--- config.mk ---
export PLATFORM = sky130hd
export DESIGN_NAME = wb_regfile
export DESIGN_NICKNAME = d
export VERILOG_FILES = /design/src/rtl/wb_regfile.sv
export SDC_FILE = /design/constraint.sdc
export NUM_CORES = 2
export LEC_CHECK = 0
export CAP_MARGIN = 20
export CORE_MARGIN = 1
export CORE_UTILIZATION = 25
export DETAILED_ROUTE_END_ITERATION = 10
export GPL_TIMING_DRIVEN = 0
export MAX_ROUTING_LAYER = met4
export SETUP_SLACK_MARGIN = 0.5
export SYNTH_ARGS = -nofsm -noshare
export SYNTH_HDL_FRONTEND = slang
export SYNTH_SLANG_ARGS = --single-unit
export TNS_END_PERCENT = 5
--- constraint.sdc ---
create_clock -name CLK -period 3.15 [get_ports CLK]
set_input_delay 0.63 -clock CLK [delete_from_list [all_inputs] [get_ports CLK]]
set_output_delay 0.63 -clock CLK [all_outputs]
set_load 0.01 [all_outputs]
--- src/rtl/wb_regfile.sv ---
// wb_regfile -- writeback stage register file.
//
// Consumes the MEM/WB latch outputs. It selects the writeback data
// (jal > lui > MemToReg > PortOut) and commits it to a 2**REG_AW entry
// register file. Register 0 is hard-wired to zero. The read ports bypass
// the value being committed in the same cycle, so the decode stage sees it
// without a stall. The block also holds a sticky halt flag and a saturating
// retired-instruction counter.
//
// Ports:
//   CLK, RST        clock; synchronous active-high reset
//   wb_valid        latch holds a real instruction (0 = bubble)
//   wb_RegWr        instruction writes a register
//   wb_MemToReg     write data comes from wb_dmemload
//   wb_jal          jal: write wb_npc to r31
//   wb_lui          lui: write {wb_instr[15:0], 16'h0}
//   wb_halt         halt instruction
//   wb_instr        instruction word (immediate in [15:0])
//   wb_dmemload     load data
//   wb_PortOut      ALU result
//   wb_npc          pc+4 of the instruction
//   wb_wsel         destination register
//   rsel1, rsel2    decode-stage read selects
//   rdat1, rdat2    read data (combinational, bypassed)
//   fwd_wen         commit enable this cycle (combinational)
//   fwd_wsel        effective destination (combinational)
//   fwd_wdat        effective write data (combinational)
//   halt            sticky halt (registered)
//   retired         retired-instruction count (registered, saturating)
module wb_regfile #(
  parameter int WORD_W = 32,
  parameter int REG_AW = 5,
  parameter int CNT_W  = 32
) (
  input  logic              CLK,
  input  logic              RST,
  input  logic              wb_valid,
  input  logic              wb_RegWr,
  input  logic              wb_MemToReg,
  input  logic              wb_jal,
  input  logic              wb_lui,
  input  logic              wb_halt,
  input  logic [WORD_W-1:0] wb_instr,
  input  logic [WORD_W-1:0] wb_dmemload,
  input  logic [WORD_W-1:0] wb_PortOut,
  input  logic [WORD_W-1:0] wb_npc,
  input  logic [REG_AW-1:0] wb_wsel,
  input  logic [REG_AW-1:0] rsel1,
  input  logic [REG_AW-1:0] rsel2,
  output logic [WORD_W-1:0] rdat1,
  output logic [WORD_W-1:0] rdat2,
  output logic              fwd_wen,
  output logic [REG_AW-1:0] fwd_wsel,
  output logic [WORD_W-1:0] fwd_wdat,
  output logic              halt,
  output logic [CNT_W-1:0]  retired
);

  localparam int NREG = 2 ** REG_AW;

  logic [WORD_W-1:0] regs [NREG];
  logic [CNT_W-1:0]  retired_cnt;
  logic              halt_q;

  // Only the low half of the instruction (the immediate) feeds lui.
  logic unused_instr_hi;
  assign unused_instr_hi = ^wb_instr[WORD_W-1:16];

  function automatic logic [CNT_W-1:0] sat_inc(input logic [CNT_W-1:0] v);
    return (&v) ? v : v + CNT_W'(1);
  endfunction

  // Writeback data select and effective destination
  always_comb begin
    fwd_wdat = wb_PortOut;
    if (wb_jal)           fwd_wdat = wb_npc;
    else if (wb_lui)      fwd_wdat = {wb_instr[15:0], 16'h0000};
    else if (wb_MemToReg) fwd_wdat = wb_dmemload;
  end

  // jal always links into the top register (r31 for REG_AW=5).
  assign fwd_wsel = wb_jal ? {REG_AW{1'b1}} : wb_wsel;

  // The halt instruction itself and everything after it never commit.
  assign fwd_wen = wb_valid & (wb_RegWr | wb_jal) & ~wb_halt & ~halt_q &
                   (fwd_wsel != '0);

  // Read ports: r0 is constant zero, otherwise bypass the in-flight commit.
  assign rdat1 = (rsel1 == '0) ? '0 :
                 (fwd_wen && rsel1 == fwd_wsel) ? fwd_wdat : regs[rsel1];
  assign rdat2 = (rsel2 == '0) ? '0 :
                 (fwd_wen && rsel2 == fwd_wsel) ? fwd_wdat : regs[rsel2];

  // Register array commit
  always_ff @(posedge CLK) begin
    if (RST) begin
      for (int i = 0; i < NREG; i++) regs[i] <= '0;
    end else if (fwd_wen) begin
      regs[fwd_wsel] <= fwd_wdat;
    end
  end

  // Halt flag and retired counter
  always_ff @(posedge CLK) begin
    if (RST) begin
      halt_q      <= 1'b0;
      retired_cnt <= '0;
    end else if (wb_valid && !halt_q) begin
      retired_cnt <= sat_inc(retired_cnt);
      if (wb_halt) halt_q <= 1'b1;
    end
  end

  assign halt    = halt_q;
  assign retired = retired_cnt;

endmodule
==> results_dict.tcl <==
set metrics [dict create \
    clkTransAtPathRegs_ns 0.06 \
    holdCritPathClass "in2reg" \
    yosys.area.top_type "edfxtp_1" \
    netlist_top_cells_count "1038 x nor2_1, 1024 x edfxtp_1, 603 x mux4_2" \
    cts_tree "done" \
    die_x_um 471 \
    required_ns 2.52 \
    violations "setup timing" \
    p_leak_uw 0.0244 \
    clk_latency_ns 0.73 \
    cts.sinks 1057 \
    hold_viol_final 0 \
    setup_tns_ns -23.94 \
    end_kind "output port" \
    core_area_um2 218000 \
    ys_async_sr_fraction_pct 0 \
    ctsRootBufferMaster "clkbuf_16" \
    initial_core_util_pct 25.2 \
    slew_headroom_pct 26.6 \
    track_usage_pct 18.1 \
    skew_ns 0.0265 \
    yosysSeqAreaShare_pct 57.1 \
    dpl.hpwl_mm 157 \
    cts_buffers 99 \
    port_buffers 261 \
    min_period_over_period_pct 118 \
    drv_slew 0 \
    grt_pass1_wl_mm 280 \
    std_cell_rows 171 \
    setup_viol 78 \
    layout-drive-gt1-share_pct 34.2 \
    start_kind "primary input" \
    r2r_setup_slack_ns -0.01 \
    routed_via_density 5.13 \
    min_delay_path_depth 3 \
    die_area_um2 222000 \
    setup_slack_ns -0.570 \
    ff2ff_path_depth 10 \
    fin_nets 4493 \
    place_ws_ns -3.00 \
    ir_drop_mv 0.416 \
    synth-edff-count 1024 \
    fmax_mhz 269 \
    timing.setup.critical_path_class "in2out" \
    powerDensity_nw_per_um2 491 \
    yosysUniqueCellTypes 49 \
    period_needed_ns 3.72 \
    yosys_warnings 0 \
    reg2reg_from "halt" \
    power_uw 34300 \
    synth_area_leaders "edfxtp_1 56%, mux4_2 25%, nor2_1 7.1%" \
    ant_nets 0 \
    yosysMostFrequentCell "nor2_1" \
    area_growth_pct 27.0 \
    min_to "halt" \
    synth_top_area_share_pct 55.9 \
    grt_overflow 0 \
    grt_max_degree 33 \
    fin_util_pct 32.1 \
    cp.arrival_ns 3.09 \
    wire_per_inst_um 27.6 \
    ios 286 \
    synthFlopType "edfxtp_1" \
    maxCapViolations 0 \
    netlist_area_um2 55000 \
    worstHoldStart "wb_valid" \
    wirelength_mm 201 \
    vias 37355 \
    status "finished, violations left" \
    fp.dieH_um 471 \
    drc 0 \
    grt_pass1_vias 38140 \
    dr.pass1.iters 6 \
    ys_ff_latch 1057 \
    drtIter0Drc 4003 \
    htree_levels 3 \
    gp_congestion 0.957 \
    worstReg2RegEnd "regs[3][16]" \
    clk_path_buf_depth 3 \
    rsz0062_at_grt "yes" \
    antenna_found_initial 4 \
    syn_area_per_cell_um2 14.6 \
    crit_path_max_fanout 6 \
    worstMarginPinSlew_ns 1.10 \
    synth_cells 3780 \
]
repair_timing:
action,4_1_cts,5_1_grt
cloned,8,4
setup buffers,112,17
resized for setup,957,203
endpoints found under the setup margin,2086,2056
hold buffers,0,0
pin swaps,70,26
state kept, by name (all words and copies together), names as in the netlist:
register / cells
regs: 1024
retired: 32
halt: 1
cell usage in the layout, fill, tap and decap left out, types with 17 or more instances in the layout:
| master | n |
|---|---|
| a211oi_4 | 29 |
| clkbuf_2 | 35 |
| nor2b_1 | 55 |
| nand2b_4 | 35 |
| a21oi_1 | 33 |
| buf_6 | 63 |
| mux2i_1 | 52 |
| clkdlybuf4s50_1 | 151 |
| inv_1 | 22 |
| clkbuf_1 | 220 |
| edfxtp_1 | 1024 |
| clkinv_1 | 17 |
| clkbuf_4 | 24 |
| nand2_1 | 52 |
| o22ai_1 | 33 |
| buf_16 | 19 |
| mux4_2 | 603 |
| buf_2 | 74 |
| nor2_1 | 1034 |
| a21oi_2 | 32 |
| clkinv_2 | 18 |
| clkbuf_16 | 115 |
| conb_1 | 32 |
| dfxtp_1 | 32 |
| buf_12 | 79 |
| buf_4 | 114 |
| clkbuf_8 | 17 |
| buf_8 | 21 |
| a211oi_2 | 36 |
per-layer routing:
metal,share of wire [%],global-route usage [%],vias to the layer above
li1,-,-,15622
met1,35,19.8,19621
met2,50,30.6,1628
met3,5.9,1.94,484
met4,8.7,13.4,0
met5,0,-,-
cell families after synthesis:
group,Yosys count,synth area share [%]
flip-flops,1057,57.1
adder cells (fa/ha/maj),1,0.0227
AND/OR/NAND/NOR,1274,9.49
other,1,0.00681
multiplexers,692,26.3
XOR/XNOR,30,0.477
AO/OA/AOI/OAI,279,3.26
buffers and inverters,446,3.34
layout make-up:
type | instances | area [µm²]
Sequential cell | 1057 | 31400
Clock buffer | 126 | 2660
Inverter | 45 | 198
Tap cell | 2854 | 3570
Multi-Input combinational cell | 2313 | 23800
Antenna cell | 2 | 5.00
Clock inverter | 59 | 618
Fill cell | 21122 | 148000
Timing Repair Buffer | 424 | 4420
Buffer | 401 | 3260
worst max-delay path: stages:
cell and delay [ns]:
dlygate4sd2_1 0.51, nor2_4 0.10, inv_1 0.23, a21oi_2 0.12, nor4bb_4 0.31, buf_6 0.18
buf_12 0.14, buf_12 0.12, a211oi_4 0.04, a211oi_4 0.44, buf_2 0.23
power breakdown:
| part | switching [µW] | internal (µW) |
|---|---|---|
| Clock | 5600 | 6900 |
| Sequential | 284 | 15900 |
| Combinational | 3160 | 2470 |
| Total | 9040 | 25300 |
worst max path at each step:
| stage | from | endpoint | slack, ns | cells after the start |
|---|---|---|---|---|
| after CTS | halt | rdat2[1] | -0.59 | 9 |
| after global routing | halt | rdat2[4] | -0.52 | 9 |
| after global placement | wb_lui | rdat1[3] | -3.55 | 7 |
| after detailed placement | rsel2[4] | rdat2[1] | -3.00 | 7 |
| final | wb_wsel[0] | rdat2[4] | -0.57 | 11 |
| after floorplan | rsel2[0] | rdat2[20] | 0.08 | 8 |
metrics by stage:
| step | hold slack [ns] | cell area [µm²] | instances |
|---|---|---|---|
| finish | 0.407 | 69900 | 7281 |
| floorplan | 0.513 | 56000 | 3811 |
| global route | 0.435 | 69900 | 7281 |
| detailed placement | 0.489 | 62700 | 6952 |
| global placement | 0.482 | 62200 | 6926 |
| CTS | 0.337 | 69000 | 7257 |
(Power assumes the default switching activity.)
